<file path="src/rtl/axis_demux_pkg.sv">
// Shared types and constants for the AXI-Stream ID demultiplexer.
// Holds the route FSM encoding and the drop counter width/update rule.
package axis_demux_pkg;

  typedef enum logic [1:0] {
    FIRST = 2'd0,
    FWD   = 2'd1,
    DROP  = 2'd2
  } route_state_e;

  localparam int DROP_CNT_W = 16;

  function automatic logic [DROP_CNT_W-1:0] sat_inc(input logic [DROP_CNT_W-1:0] v);
    return (v == {DROP_CNT_W{1'b1}}) ? v : v + 1'b1;
  endfunction

endpackage

</file>
<file path="src/rtl/axis_skid_buf.sv">
// Two-entry skid buffer with a registered ready; an empty buffer passes the
// input straight to the head so an idle path adds no extra cycle.
module axis_skid_buf #(
  parameter int WIDTH = 8
) (
  input  logic             clk_i,
  input  logic             rstn_i,
  input  logic             s_valid_i,
  input  logic [WIDTH-1:0] s_data_i,
  output logic             s_ready_o,
  output logic             m_valid_o,
  output logic [WIDTH-1:0] m_data_o,
  input  logic             m_ready_i
);

  logic [1:0]       count_q, count_d;
  logic [WIDTH-1:0] ent0_q, ent0_d;
  logic [WIDTH-1:0] ent1_q, ent1_d;
  logic             ready_q;
  logic             push;
  logic             pop;

  // Kept apart from the next-state logic: m_ready_i is a function of the head.
  assign push      = s_valid_i & ready_q;
  assign m_valid_o = (count_q != 2'd0) | push;
  assign m_data_o  = (count_q != 2'd0) ? ent0_q : s_data_i;
  assign pop       = m_valid_o & m_ready_i;
  assign s_ready_o = ready_q;

  always_comb begin
    count_d = count_q;
    ent0_d  = ent0_q;
    ent1_d  = ent1_q;
    case (count_q)
      2'd0: begin
        if (push && !pop) begin
          ent0_d  = s_data_i;
          count_d = 2'd1;
        end
      end
      2'd1: begin
        if (push && pop) begin
          ent0_d = s_data_i;
        end else if (push) begin
          ent1_d  = s_data_i;
          count_d = 2'd2;
        end else if (pop) begin
          count_d = 2'd0;
        end
      end
      default: begin
        if (pop) begin
          ent0_d  = ent1_q;
          count_d = 2'd1;
        end
      end
    endcase
  end

  always_ff @(posedge clk_i) begin
    if (!rstn_i) begin
      count_q <= 2'd0;
      ent0_q  <= '0;
      ent1_q  <= '0;
      ready_q <= 1'b0;
    end else begin
      count_q <= count_d;
      ent0_q  <= ent0_d;
      ent1_q  <= ent1_d;
      ready_q <= (count_d != 2'd2);
    end
  end

endmodule

</file>
<file path="src/rtl/axis_id_demux.sv">
// Steers packets of one AXI-Stream to per-channel outputs using tuser of the
// first beat; out-of-range packets are swallowed and counted.
// Handshake: a beat moves on a rising edge where valid and ready are both 1;
// a source holds valid and payload steady until that edge, ready may toggle freely.
module axis_id_demux
  import axis_demux_pkg::*;
#(
  parameter int SLAVE_NUM  = 4,
  parameter int DATA_WIDTH = 32,
  parameter int USER_WIDTH = $clog2(SLAVE_NUM) + 1
) (
  input  logic                                  clk_i,
  input  logic                                  arstn_i,
  input  logic                                  s_axis_tvalid_i,
  input  logic [DATA_WIDTH-1:0]                 s_axis_tdata_i,
  input  logic [USER_WIDTH-1:0]                 s_axis_tuser_i,
  input  logic                                  s_axis_tlast_i,
  output logic                                  s_axis_tready_o,
  output logic [SLAVE_NUM-1:0]                  m_axis_tvalid_o,
  output logic [SLAVE_NUM-1:0][DATA_WIDTH-1:0]  m_axis_tdata_o,
  output logic [SLAVE_NUM-1:0][USER_WIDTH-1:0]  m_axis_tuser_o,
  output logic [SLAVE_NUM-1:0]                  m_axis_tlast_o,
  input  logic [SLAVE_NUM-1:0]                  m_axis_tready_i,
  output logic [DROP_CNT_W-1:0]                 drop_cnt_o,
  output route_state_e                          state_o
);

  localparam int DEST_W = $clog2(SLAVE_NUM);
  localparam int BUF_W  = DATA_WIDTH + USER_WIDTH + 1;

  logic                  head_valid;
  logic [BUF_W-1:0]      head_bus;
  logic [DATA_WIDTH-1:0] head_data;
  logic [USER_WIDTH-1:0] head_user;
  logic                  head_last;
  logic                  pop;
  logic                  fwd;
  logic                  drop_first;
  logic                  in_range;
  logic [DEST_W-1:0]     sel_dest;
  logic [SLAVE_NUM-1:0]  chan_free;
  logic [SLAVE_NUM-1:0]  load;

  route_state_e          state_q;
  logic [DEST_W-1:0]     dest_q;
  logic [DROP_CNT_W-1:0] drop_cnt_q;

  logic [SLAVE_NUM-1:0]                 out_valid_q;
  logic [SLAVE_NUM-1:0]                 out_last_q;
  logic [SLAVE_NUM-1:0][DATA_WIDTH-1:0] out_data_q;

  axis_skid_buf #(
    .WIDTH(BUF_W)
  ) u_skid (
    .clk_i    (clk_i),
    .rstn_i   (arstn_i),
    .s_valid_i(s_axis_tvalid_i),
    .s_data_i ({s_axis_tlast_i, s_axis_tuser_i, s_axis_tdata_i}),
    .s_ready_o(s_axis_tready_o),
    .m_valid_o(head_valid),
    .m_data_o (head_bus),
    .m_ready_i(pop)
  );

  assign {head_last, head_user, head_data} = head_bus;

  always_comb begin
    in_range   = (head_user < USER_WIDTH'(SLAVE_NUM));
    sel_dest   = (state_q == FIRST) ? head_user[DEST_W-1:0] : dest_q;
    chan_free  = ~out_valid_q | m_axis_tready_i;
    fwd        = 1'b0;
    drop_first = 1'b0;
    pop        = 1'b0;
    load       = '0;
    case (state_q)
      FIRST: begin
        if (in_range) begin
          fwd = 1'b1;
          pop = head_valid & chan_free[sel_dest];
        end else begin
          drop_first = head_valid;
          pop        = head_valid;
        end
      end
      FWD: begin
        fwd = 1'b1;
        pop = head_valid & chan_free[sel_dest];
      end
      DROP: pop = head_valid;
      default: pop = 1'b0;
    endcase
    if (fwd && pop) load[sel_dest] = 1'b1;
  end

  always_ff @(posedge clk_i) begin
    if (!arstn_i) begin
      state_q    <= FIRST;
      dest_q     <= '0;
      drop_cnt_q <= '0;
    end else begin
      if (drop_first) drop_cnt_q <= sat_inc(drop_cnt_q);
      if (pop) begin
        case (state_q)
          FIRST: begin
            dest_q <= sel_dest;
            if (!head_last) state_q <= in_range ? FWD : DROP;
          end
          FWD, DROP: if (head_last) state_q <= FIRST;
          default: state_q <= FIRST;
        endcase
      end
    end
  end

  // A channel that is not loaded empties itself when its sink takes the beat.
  always_ff @(posedge clk_i) begin
    if (!arstn_i) begin
      out_valid_q <= '0;
      out_last_q  <= '0;
      out_data_q  <= '0;
    end else begin
      for (int c = 0; c < SLAVE_NUM; c++) begin
        if (load[c]) begin
          out_valid_q[c] <= 1'b1;
          out_data_q[c]  <= head_data;
          out_last_q[c]  <= head_last;
        end else if (m_axis_tready_i[c]) begin
          out_valid_q[c] <= 1'b0;
        end
      end
    end
  end

  always_comb begin
    for (int c = 0; c < SLAVE_NUM; c++) m_axis_tuser_o[c] = USER_WIDTH'(c);
  end

  assign m_axis_tvalid_o = out_valid_q;
  assign m_axis_tdata_o  = out_data_q;
  assign m_axis_tlast_o  = out_last_q;
  assign drop_cnt_o      = drop_cnt_q;
  assign state_o         = state_q;

endmodule

</file>
<file path="config.mk">
export PLATFORM = sky130hd
export DESIGN_NAME = axis_id_demux
export DESIGN_NICKNAME = d
export VERILOG_FILES = /design/src/rtl/axis_demux_pkg.sv /design/src/rtl/axis_skid_buf.sv /design/src/rtl/axis_id_demux.sv
export SDC_FILE = /design/constraint.sdc
export NUM_CORES = 1
export LEC_CHECK = 0
export ABC_AREA = 1
export BUFFER_PORTS_ARGS = -buffer_cell sky130_fd_sc_hd__buf_2
export CORE_ASPECT_RATIO = 1.2
export CORE_MARGIN = 2
export CORE_UTILIZATION = 30
export DETAILED_ROUTE_END_ITERATION = 16
export GPL_ROUTABILITY_DRIVEN = 0
export GPL_TIMING_DRIVEN = 0
export SLEW_MARGIN = 20
export SYNTH_ARGS = -nofsm -noshare
export SYNTH_HDL_FRONTEND = slang
export SYNTH_SLANG_ARGS = --single-unit
</file>
<file path="constraint.sdc">
create_clock -name clk_i -period 4.93 [get_ports clk_i]
set_input_delay 0.2465 -clock clk_i [delete_from_list [all_inputs] [get_ports clk_i]]
set_output_delay 0.2465 -clock clk_i [all_outputs]
set_load 0.05 [all_outputs]
</file>
==> impl_metrics.env, run 1 <==
export IMPL_rsz0062_at_grt="no"
export IMPL_grt_pass1_wl_mm=52.2
export IMPL_relSlewSlack=0.432
export IMPL_synth_main_ff_cell="dfxtp_1"
export IMPL_row_count=74
export IMPL_ys_types=31
export IMPL_slowest_delay_ns=0.57
export IMPL_holdWs_ns=0.0142
export IMPL_seq_area_frac_synth=0.452
export IMPL_rr_worst_depth=11
export IMPL_async_flop_share=0
export IMPL_fin_tns_setup_ns=0
export IMPL_p_leak_uw=0.00587
export IMPL_post_cts_buffers=0
export IMPL_ys_seq_elements=231
export IMPL_first_pass_iters=7
export IMPL_syn_to_final_growth_pct=24.0
export IMPL_required_ns=5.39
export IMPL_postSynthCellCount=1534
export IMPL_post_place_cells=2197
export IMPL_period_share=0.584
export IMPL_drc=0
export IMPL_grt_ovfl_total=0
export IMPL_die_area_um2=35600
export IMPL_reg2reg_to="m_axis_tvalid_o[1]"
export IMPL_worstHoldEndpoint="u_skid.ent1_q[6]"
export IMPL_die_h_um=206
export IMPL_cp_start_kind="flop"
export IMPL_placed_area_um2=11800
export IMPL_cts_clk_slew_worst_paths_ns=0.06
export IMPL_r2r_start="state_o[0]"
export IMPL_cts_sinks=231
export IMPL_layout_commonest_cell="nor2_1"
export IMPL_slew_violations=0
export IMPL_cpMostUsedCell="nor2_1"
export IMPL_nets=1816
export IMPL_critPathLaunch="state_o[0]"
export IMPL_max_freq_mhz=348
export IMPL_setup_viol_count_final=0
export IMPL_clk_insertion_delay_late_ns=0.53
export IMPL_critPathCaptureType="flop"
export IMPL_grt_max_degree=14
export IMPL_path_class="flop to flop"
export IMPL_syn_area_um2=10200
export IMPL_fin_cells=2248
export IMPL_multi_input_area_um2=4750
export IMPL_worst_pin_slew_ns=0.852
export IMPL_fin_skew_ns=0.0122
export IMPL_core_area_um2=33800
export IMPL_hold_start="s_axis_tdata_i[6]"
export IMPL_numCtsBuffers=25
export IMPL_regArea_um2=4620
export IMPL_cts_resized=0
export IMPL_antenna_found_initial=9
export IMPL_drtAntennaViolNets=0
export IMPL_clk_path_buf_depth=3
export IMPL_synth_edf_count=0
export IMPL_p_per_area_nw_per_um2=425
export IMPL_cp_num_buf_inv=4
export IMPL_drv_cap=0
export IMPL_hold_buffers=0
export IMPL_via_per_inst=4.55
export IMPL_yosysWarningCount=0
export IMPL_cp_arrival_ns=3.33
export IMPL_ir_worst_vdd_mv=0.299
export IMPL_fin_crit_ns=2.88
export IMPL_vias=10200
export IMPL_fillers=3696
export IMPL_initial_utilization=0.302
export IMPL_die_w_um=172
export IMPL_cts_tree="built"
export IMPL_dp_hpwl_mm=26.5
export IMPL_first_iter_violations=771
export IMPL_crit_path_cell_trace="inv_1 -> ha_1 -> nand3_1 -> o21ai_1 -> inv_2 -> nor2_1 -> inv_1 -> nor2_2 -> buf_4 -> nor2_1 -> nor2_1"
export IMPL_htree_levels=1
export IMPL_ios=210
export IMPL_layout_common_cells="401 x nor2_1, 386 x nand2_1, 231 x dfxtp_1"
export IMPL_cp_top_family="simple AND/OR/NAND/NOR gates"
export IMPL_whs_path_depth=3
export IMPL_wl_per_cell_um=15.4
export IMPL_finalWirelength_mm=34.7
export IMPL_syn_area_per_cell_um2=6.66
export IMPL_drive_gt1_frac=0.172
export IMPL_slowest_stage="nor2_1"
export IMPL_io_buffers=197
export IMPL_root_buffer="clkbuf_16"
export IMPL_grt_usage=0.190
export IMPL_grt_pass1_vias=9476
export IMPL_hold_viol_final=0
export IMPL_run_status="finished clean"
export IMPL_hold_class="primary input to flop"
export IMPL_fin_area_um2=12700
export IMPL_r2r_setup_slack_ns=2.05
export IMPL_cp_max_fo=10
-- where the power goes --
| part | internal [µW] | switching [µW] | leakage (µW) |
|---|---|---|---|
| registers | 2000 | 76.7 | 0.00187 |
| clock network | 1140 | 772 | 0.000416 |
| logic | 329 | 1070 | 0.00358 |
-- metal layers --
layer / GRT usage / wire [µm] / up-vias
met5: 0 / 66 / -
met4: 0.0504 / 768 / 10
met3: 0.0393 / 2360 / 51
met2: 0.333 / 16700 / 300
met1: 0.235 / 14700 / 4616
li1: - / - / 5246
-- cells by family (layout without fill, tap and decap cells) --
group                      count (synthesis)  count (layout)  share of synthesized area
and+or+nand+nor                          999             999                      0.399
muxes                                      1               1                   0.000979
DFF                                      231             231                      0.452
AOI/OAI and AO/OA                        108             108                     0.0534
buffers and inverters                    187             430                     0.0864
other                                      2              17                   0.000735
adders and majority gates                  5               5                    0.00612
xor gates and xnor gates                   1               1                   0.000857
-- flip-flops by register name, indices dropped and copies added, names as in the netlist --
name              count
state_o               2
m_axis_tlast_o        4
m_axis_tvalid_o       4
u_skid.ent0_q        36
u_skid.s_ready_o      1
dest_q                2
u_skid.ent1_q        36
u_skid.count_q        2
drop_cnt_o           16
m_axis_tdata_o      128
-- stage by stage --
step           power, µW  setup slack [ns]   util
6_report            5390              2.05  0.375
5_1_grt             5640              1.80  0.375
4_1_cts             5410              2.07  0.375
3_5_place_dp        3510              2.08  0.350
3_3_place_gp        3500              2.14  0.350
2_1_floorplan       3110              2.45      -
-- final cells by class --
class,instances,area share
diodes,5,0.000988
plain buffers,109,0.0466
inverters,78,0.0231
flip-flops and latches,231,0.365
multi-input cells,1126,0.375
well taps,456,0.0450
clock buffers,40,0.0617
clock inverters,6,0.00484
repair buffers,197,0.0778
-- worst max path at each step --
stage / endpoint / slack, ns / cells after the start
after floorplan: u_skid.ent1_q[30] / 2.45 / 15
after global placement: m_axis_tvalid_o[1] / 2.14 / 10
after detailed placement: m_axis_tvalid_o[1] / 2.08 / 11
after CTS: m_axis_tvalid_o[1] / 2.07 / 11
after global routing: m_axis_tdata_o[58] / 1.80 / 11
final: m_axis_tvalid_o[1] / 2.05 / 11
-- Yosys cell counts (4+ instances only) --
cell type  count  area share
nor2_1       401        0.15
nand2_1      386        0.14
dfxtp_1      231        0.45
nand3_1      180       0.088
a21oi_1       88       0.043
inv_1         75       0.028
clkbuf_1      44       0.016
buf_4         24       0.018
buf_2         19      0.0093
o21ai_0       16      0.0078
buf_1         13      0.0048
nor3_1        12      0.0059
buf_6          9      0.0099
ha_1           5      0.0061
nor2_2         4      0.0024
-- worst register-to-register path, stage by stage, from the launching register on --
cell	delay, ns
dfxtp_1	0.34
inv_1	0.12
ha_1	0.33
nand3_1	0.15
o21ai_1	0.26
inv_2	0.07
nor2_1	0.57
inv_1	0.13
nor2_2	0.39
buf_4	0.29
nor2_1	0.06
nor2_1	0.11
Note: power is estimated with default switching activity, not from simulation.
==> inputs of run 2 (changes only) <==
- clock period: 4.93 -> 2.75 ns (I/O delays scaled with it)
==> run 2 against run 1 <==
Final cell count up 1.8%; combinational power rose by 86%; register-to-register slack got worse by 1.8 ns; setup slack worse by 1.8 ns; power increased by 81%; core utilization rose by 1.4 points.
==> impl_metrics.env, run 2 (synthesis results as in run 1) <==
export IMPL_ios=210
export IMPL_dp_hpwl_mm=26.5
export IMPL_row_count=74
export IMPL_vias=10400
export IMPL_cp_max_fo=10
export IMPL_hold_viol_final=0
export IMPL_cp_start_kind="flop"
export IMPL_ir_worst_vdd_mv=0.531
export IMPL_nets=1859
export IMPL_p_per_area_nw_per_um2=742
export IMPL_grt_pass1_wl_mm=52.8
export IMPL_grt_pass1_vias=9678
export IMPL_fin_crit_ns=2.54
export IMPL_first_pass_iters=5
export IMPL_cp_top_family="simple AND/OR/NAND/NOR gates"
export IMPL_clk_insertion_delay_late_ns=0.53
export IMPL_multi_input_area_um2=4790
export IMPL_slowest_delay_ns=0.35
export IMPL_drc=0
export IMPL_drtAntennaViolNets=0
export IMPL_max_freq_mhz=394
export IMPL_largest_reg_flops=128
export IMPL_drive_gt1_frac=0.174
export IMPL_regArea_um2=4620
export IMPL_antenna_found_initial=2
export IMPL_path_class="flop to flop"
export IMPL_grt_max_degree=14
export IMPL_core_area_um2=33800
export IMPL_fin_skew_ns=0.0104
export IMPL_first_iter_violations=778
export IMPL_setup_viol_count_final=0
export IMPL_rsz0062_at_grt="no"
export IMPL_finalWirelength_mm=34.9
export IMPL_dp_slack_ns=-0.0954
export IMPL_holdWs_ns=0.144
export IMPL_clk_path_buf_depth=3
export IMPL_relSlewSlack=0.391
export IMPL_required_ns=3.17
export IMPL_cpMostUsedCell="nand2_1"
export IMPL_die_w_um=172
export IMPL_die_h_um=206
export IMPL_grt_usage=0.191
export IMPL_via_per_inst=4.53
export IMPL_syn_to_final_growth_pct=28.6
export IMPL_wl_per_cell_um=15.3
export IMPL_io_buffers=197
export IMPL_p_leak_uw=0.00606
export IMPL_critPathCaptureType="flop"
export IMPL_die_area_um2=35600
export IMPL_cp_arrival_ns=2.96
export IMPL_cts_clk_slew_worst_paths_ns=0.06
export IMPL_numCtsBuffers=25
export IMPL_run_status="finished clean"
export IMPL_cts_sinks=231
export IMPL_hold_class="primary input to flop"
export IMPL_period_share=0.924
export IMPL_initial_utilization=0.302
export IMPL_root_buffer="clkbuf_16"
export IMPL_fillers=3679
export IMPL_layout_commonest_cell="nor2_1"
export IMPL_cp_num_buf_inv=4
export IMPL_slew_violations=0
export IMPL_layout_common_cells="399 x nor2_1, 386 x nand2_1, 231 x dfxtp_1"
export IMPL_crit_path_cell_trace="inv_1 -> ha_4 -> inv_1 -> nand2_1 -> nand2_2 -> nand2_1 -> nand2_1 -> nand2_1 -> nand3_1 -> nand2_2 -> nand3_2 -> nor2_4 -> buf_6 -> buf_6 -> nand3_1 -> nand2_1 -> nor2_1"
export IMPL_cts_tree="built"
export IMPL_htree_levels=1
export IMPL_worst_pin_slew_ns=0.913
export IMPL_grt_ovfl_total=0
export IMPL_slowest_stage="dfxtp_1"
export IMPL_fin_ws_ns=0.210
export IMPL_drv_cap=0
run 2: stage by stage:
stage          instance area [µm²]  cells  power [µW]  TNS (ns)  utilization
2_1_floorplan                10300   1544        5570         0            -
3_3_place_gp                 11800   2197        6270   -0.0419        0.350
3_5_place_dp                 11800   2197        6290     -1.33        0.350
4_1_cts                      13100   2283        9760         0        0.387
5_1_grt                      13100   2287       10200         0        0.389
6_report                     13100   2288        9750         0        0.389
run 2: worst paths after layout:
| path | endpoint | slack (ns) | startpoint | cells after the start |
|---|---|---|---|---|
| max reg2reg | m_axis_tdata_o[69] | 0.21 | state_o[1] | 17 |
| min | u_skid.ent0_q[33] | 0.14 | s_axis_tvalid_i | 6 |
| max | m_axis_tdata_o[69] | 0.21 | state_o[1] | 17 |
| min reg2reg | u_skid.ent1_q[8] | 0.46 | u_skid.ent1_q[8] | 2 |
run 2: tightest hold or removal path: stages:
cell,delay (ns)
buf_2,0.09
nand2_1,0.09
nand2_1,0.11
nand4_1,0.10
nand2_1,0.06
nor2_1,0.03
run 2: layout make-up:
type | count | area share
multi-input combinational | 1126 | 0.365
sequential | 231 | 0.352
timing repair buffer | 240 | 0.107
clock buffer | 40 | 0.0595
buffer | 109 | 0.0455
tap | 456 | 0.0434
inverter | 78 | 0.0223
clock inverter | 6 | 0.00467
antenna | 2 | 0.000381
run 2: layer usage:
layer,part of all wire,up-vias,GRT usage
li1,-,5329,-
met1,0.43,4687,0.242
met2,0.48,295,0.336
met3,0.060,49,0.0287
met4,0.024,0,0.0510
met5,0,-,0
run 2: what timing repair did:
| item | in CTS | in global routing |
|---|---|---|
| hold endpoints to repair | 73 | 0 |
| setup buffers | 0 | 3 |
| resized for setup | 2 | 13 |
| hold buffers | 40 | 0 |
| setup endpoints to repair | 31 | 180 |
| pin swaps | 0 | 2 |
run 2: where the power goes:
part           total, µW  leakage, µW  internal, µW  switching, µW
sequential          3730      0.00187          3590            138
clock               3420     0.000416          2040           1390
combinational       2600      0.00378           650           1950
==> inputs of run 3 (changes only) <==
- CAP_MARGIN: not set -> 0
- MAX_ROUTING_LAYER: not set -> met4
- clock period: 2.75 -> 3.26 ns (I/O delays scaled with it)
==> run 3 against run 2 <==
Routed wire length is 0.36% lower; critical path depth down 6; register-to-register slack gained 0.17 ns; hold slack better by 0.025 ns; clock-buffer cell count is the same; sequential share of layout area up 0.18 points; fmax decreased by 12%; final area down 0.51%; clock power down 15%; core utilization down 0.20 points.
==> impl_metrics.env, run 3 (synthesis results as in run 1) <==
export IMPL_p_leak_uw=0.00604
export IMPL_layout_common_cells="401 x nor2_1, 386 x nand2_1, 231 x dfxtp_1"
export IMPL_r2r_start="state_o[0]"
export IMPL_period_share=0.884
export IMPL_fin_cells=2288
export IMPL_drtAntennaViolNets=0
export IMPL_relSlewSlack=0.414
export IMPL_dp_hpwl_mm=26.5
export IMPL_cp_arrival_ns=3.34
export IMPL_critPathCaptureType="flop"
export IMPL_rr_worst_depth=11
export IMPL_numCtsBuffers=25
export IMPL_r2r_setup_slack_ns=0.38
export IMPL_layout_commonest_cell="nor2_1"
export IMPL_grt_max_degree=14
export IMPL_clk_path_buf_depth=3
export IMPL_core_area_um2=33800
export IMPL_cts_tree="built"
export IMPL_hold_viol_final=0
export IMPL_first_pass_iters=5
export IMPL_post_cts_buffers=0
export IMPL_drive_gt1_frac=0.169
export IMPL_ios=210
export IMPL_cts_clk_slew_worst_paths_ns=0.06
export IMPL_initial_utilization=0.302
export IMPL_worst_pin_slew_ns=0.879
export IMPL_hold_start="s_axis_tvalid_i"
export IMPL_cp_start_kind="flop"
export IMPL_grt_ovfl_total=0
export IMPL_fin_tns_setup_ns=0
export IMPL_path_class="flop to flop"
export IMPL_antenna_found_initial=4
export IMPL_row_count=74
export IMPL_cts_resized=0
export IMPL_first_iter_violations=681
export IMPL_cp_max_fo=10
export IMPL_nets=1856
export IMPL_root_buffer="clkbuf_16"
export IMPL_max_freq_mhz=347
export IMPL_reg2reg_to="m_axis_tvalid_o[1]"
export IMPL_run_status="finished clean"
export IMPL_setup_viol_count_final=0
export IMPL_cts_sinks=231
export IMPL_placed_area_um2=11800
export IMPL_worstHoldEndpoint="u_skid.ent0_q[33]"
export IMPL_die_area_um2=35600
export IMPL_htree_levels=1
export IMPL_slew_violations=0
export IMPL_finalWirelength_mm=34.8
export IMPL_die_h_um=206
export IMPL_drc=0
export IMPL_fin_crit_ns=2.88
export IMPL_hold_class="primary input to flop"
export IMPL_via_per_inst=4.54
export IMPL_grt_pass1_wl_mm=52.8
export IMPL_vias=10400
export IMPL_p_per_area_nw_per_um2=627
export IMPL_die_w_um=172
export IMPL_grt_usage=0.196
export IMPL_rsz0062_at_grt="no"
export IMPL_required_ns=3.72
export IMPL_drv_cap=0
export IMPL_hold_buffers=40
export IMPL_ir_worst_vdd_mv=0.458
export IMPL_post_place_cells=2197
export IMPL_whs_path_depth=6
export IMPL_grt_pass1_vias=9683
export IMPL_wl_per_cell_um=15.2
export IMPL_io_buffers=197
export IMPL_largest_reg_flops=128
export IMPL_holdWs_ns=0.169
export IMPL_fin_area_um2=13100
export IMPL_syn_to_final_growth_pct=27.9
export IMPL_fillers=3668
export IMPL_clk_insertion_delay_late_ns=0.53
export IMPL_fin_skew_ns=0.0135
==> run 3: worst max-delay path by stage <==
stage	slack, ns	depth (start not counted)	to	startpoint
2_1_floorplan	0.78	15	u_skid.ent1_q[30]	state_o[0]
3_3_place_gp	0.47	10	m_axis_tvalid_o[1]	state_o[0]
3_5_place_dp	0.41	11	m_axis_tvalid_o[1]	state_o[0]
4_1_cts	0.40	11	m_axis_tvalid_o[1]	state_o[0]
5_1_grt	0.13	11	m_axis_tdata_o[58]	state_o[0]
6_report	0.38	11	m_axis_tvalid_o[1]	state_o[0]
==> run 3: critical path, cell delays in order, from the launching register on <==
cell	delay, ns
dfxtp_1	0.34
inv_1	0.12
ha_1	0.33
nand3_1	0.15
o21ai_1	0.26
inv_2	0.07
nor2_1	0.57
inv_1	0.12
nor2_2	0.40
buf_4	0.29
nor2_1	0.06
nor2_1	0.10
==> run 3: power breakdown <==
part | switching, µW | leakage (µW) | internal (µW) | total (µW)
logic | 1630 | 0.00375 | 529 | 2160
registers | 116 | 0.00187 | 3030 | 3140
clock network | 1180 | 0.000416 | 1720 | 2900
total | 2930 | 0.00604 | 5270 | 8200
==> run 3: stage by stage <==
step,utilization,power [µW],worst slack (ns)
2_1_floorplan,-,4700,0.784
3_3_place_gp,0.350,5290,0.468
3_5_place_dp,0.350,5310,0.415
4_1_cts,0.386,8230,0.397
5_1_grt,0.387,8580,0.134
6_report,0.387,8200,0.379
==> run 3: layout make-up <==
type | count | area, µm² | area share
Buffer | 109 | 591 | 0.0452
Clock inverter | 6 | 61.3 | 0.00469
Sequential cell | 231 | 4620 | 0.354
Tap cell | 456 | 571 | 0.0437
Timing Repair Buffer | 237 | 1390 | 0.106
Inverter | 78 | 293 | 0.0224
Antenna cell | 5 | 12.5 | 0.000957
Clock buffer | 40 | 782 | 0.0598
Multi-Input combinational cell | 1126 | 4750 | 0.363
==> run 3: per-layer routing <==
layer	share of wire	wire [µm]	vias up	track usage
met5	0	0	-	-
met4	0.023	805	0	0.0537
met3	0.064	2220	45	0.0283
met2	0.48	16800	293	0.334
met1	0.43	14900	4711	0.243
li1	-	-	5337	-
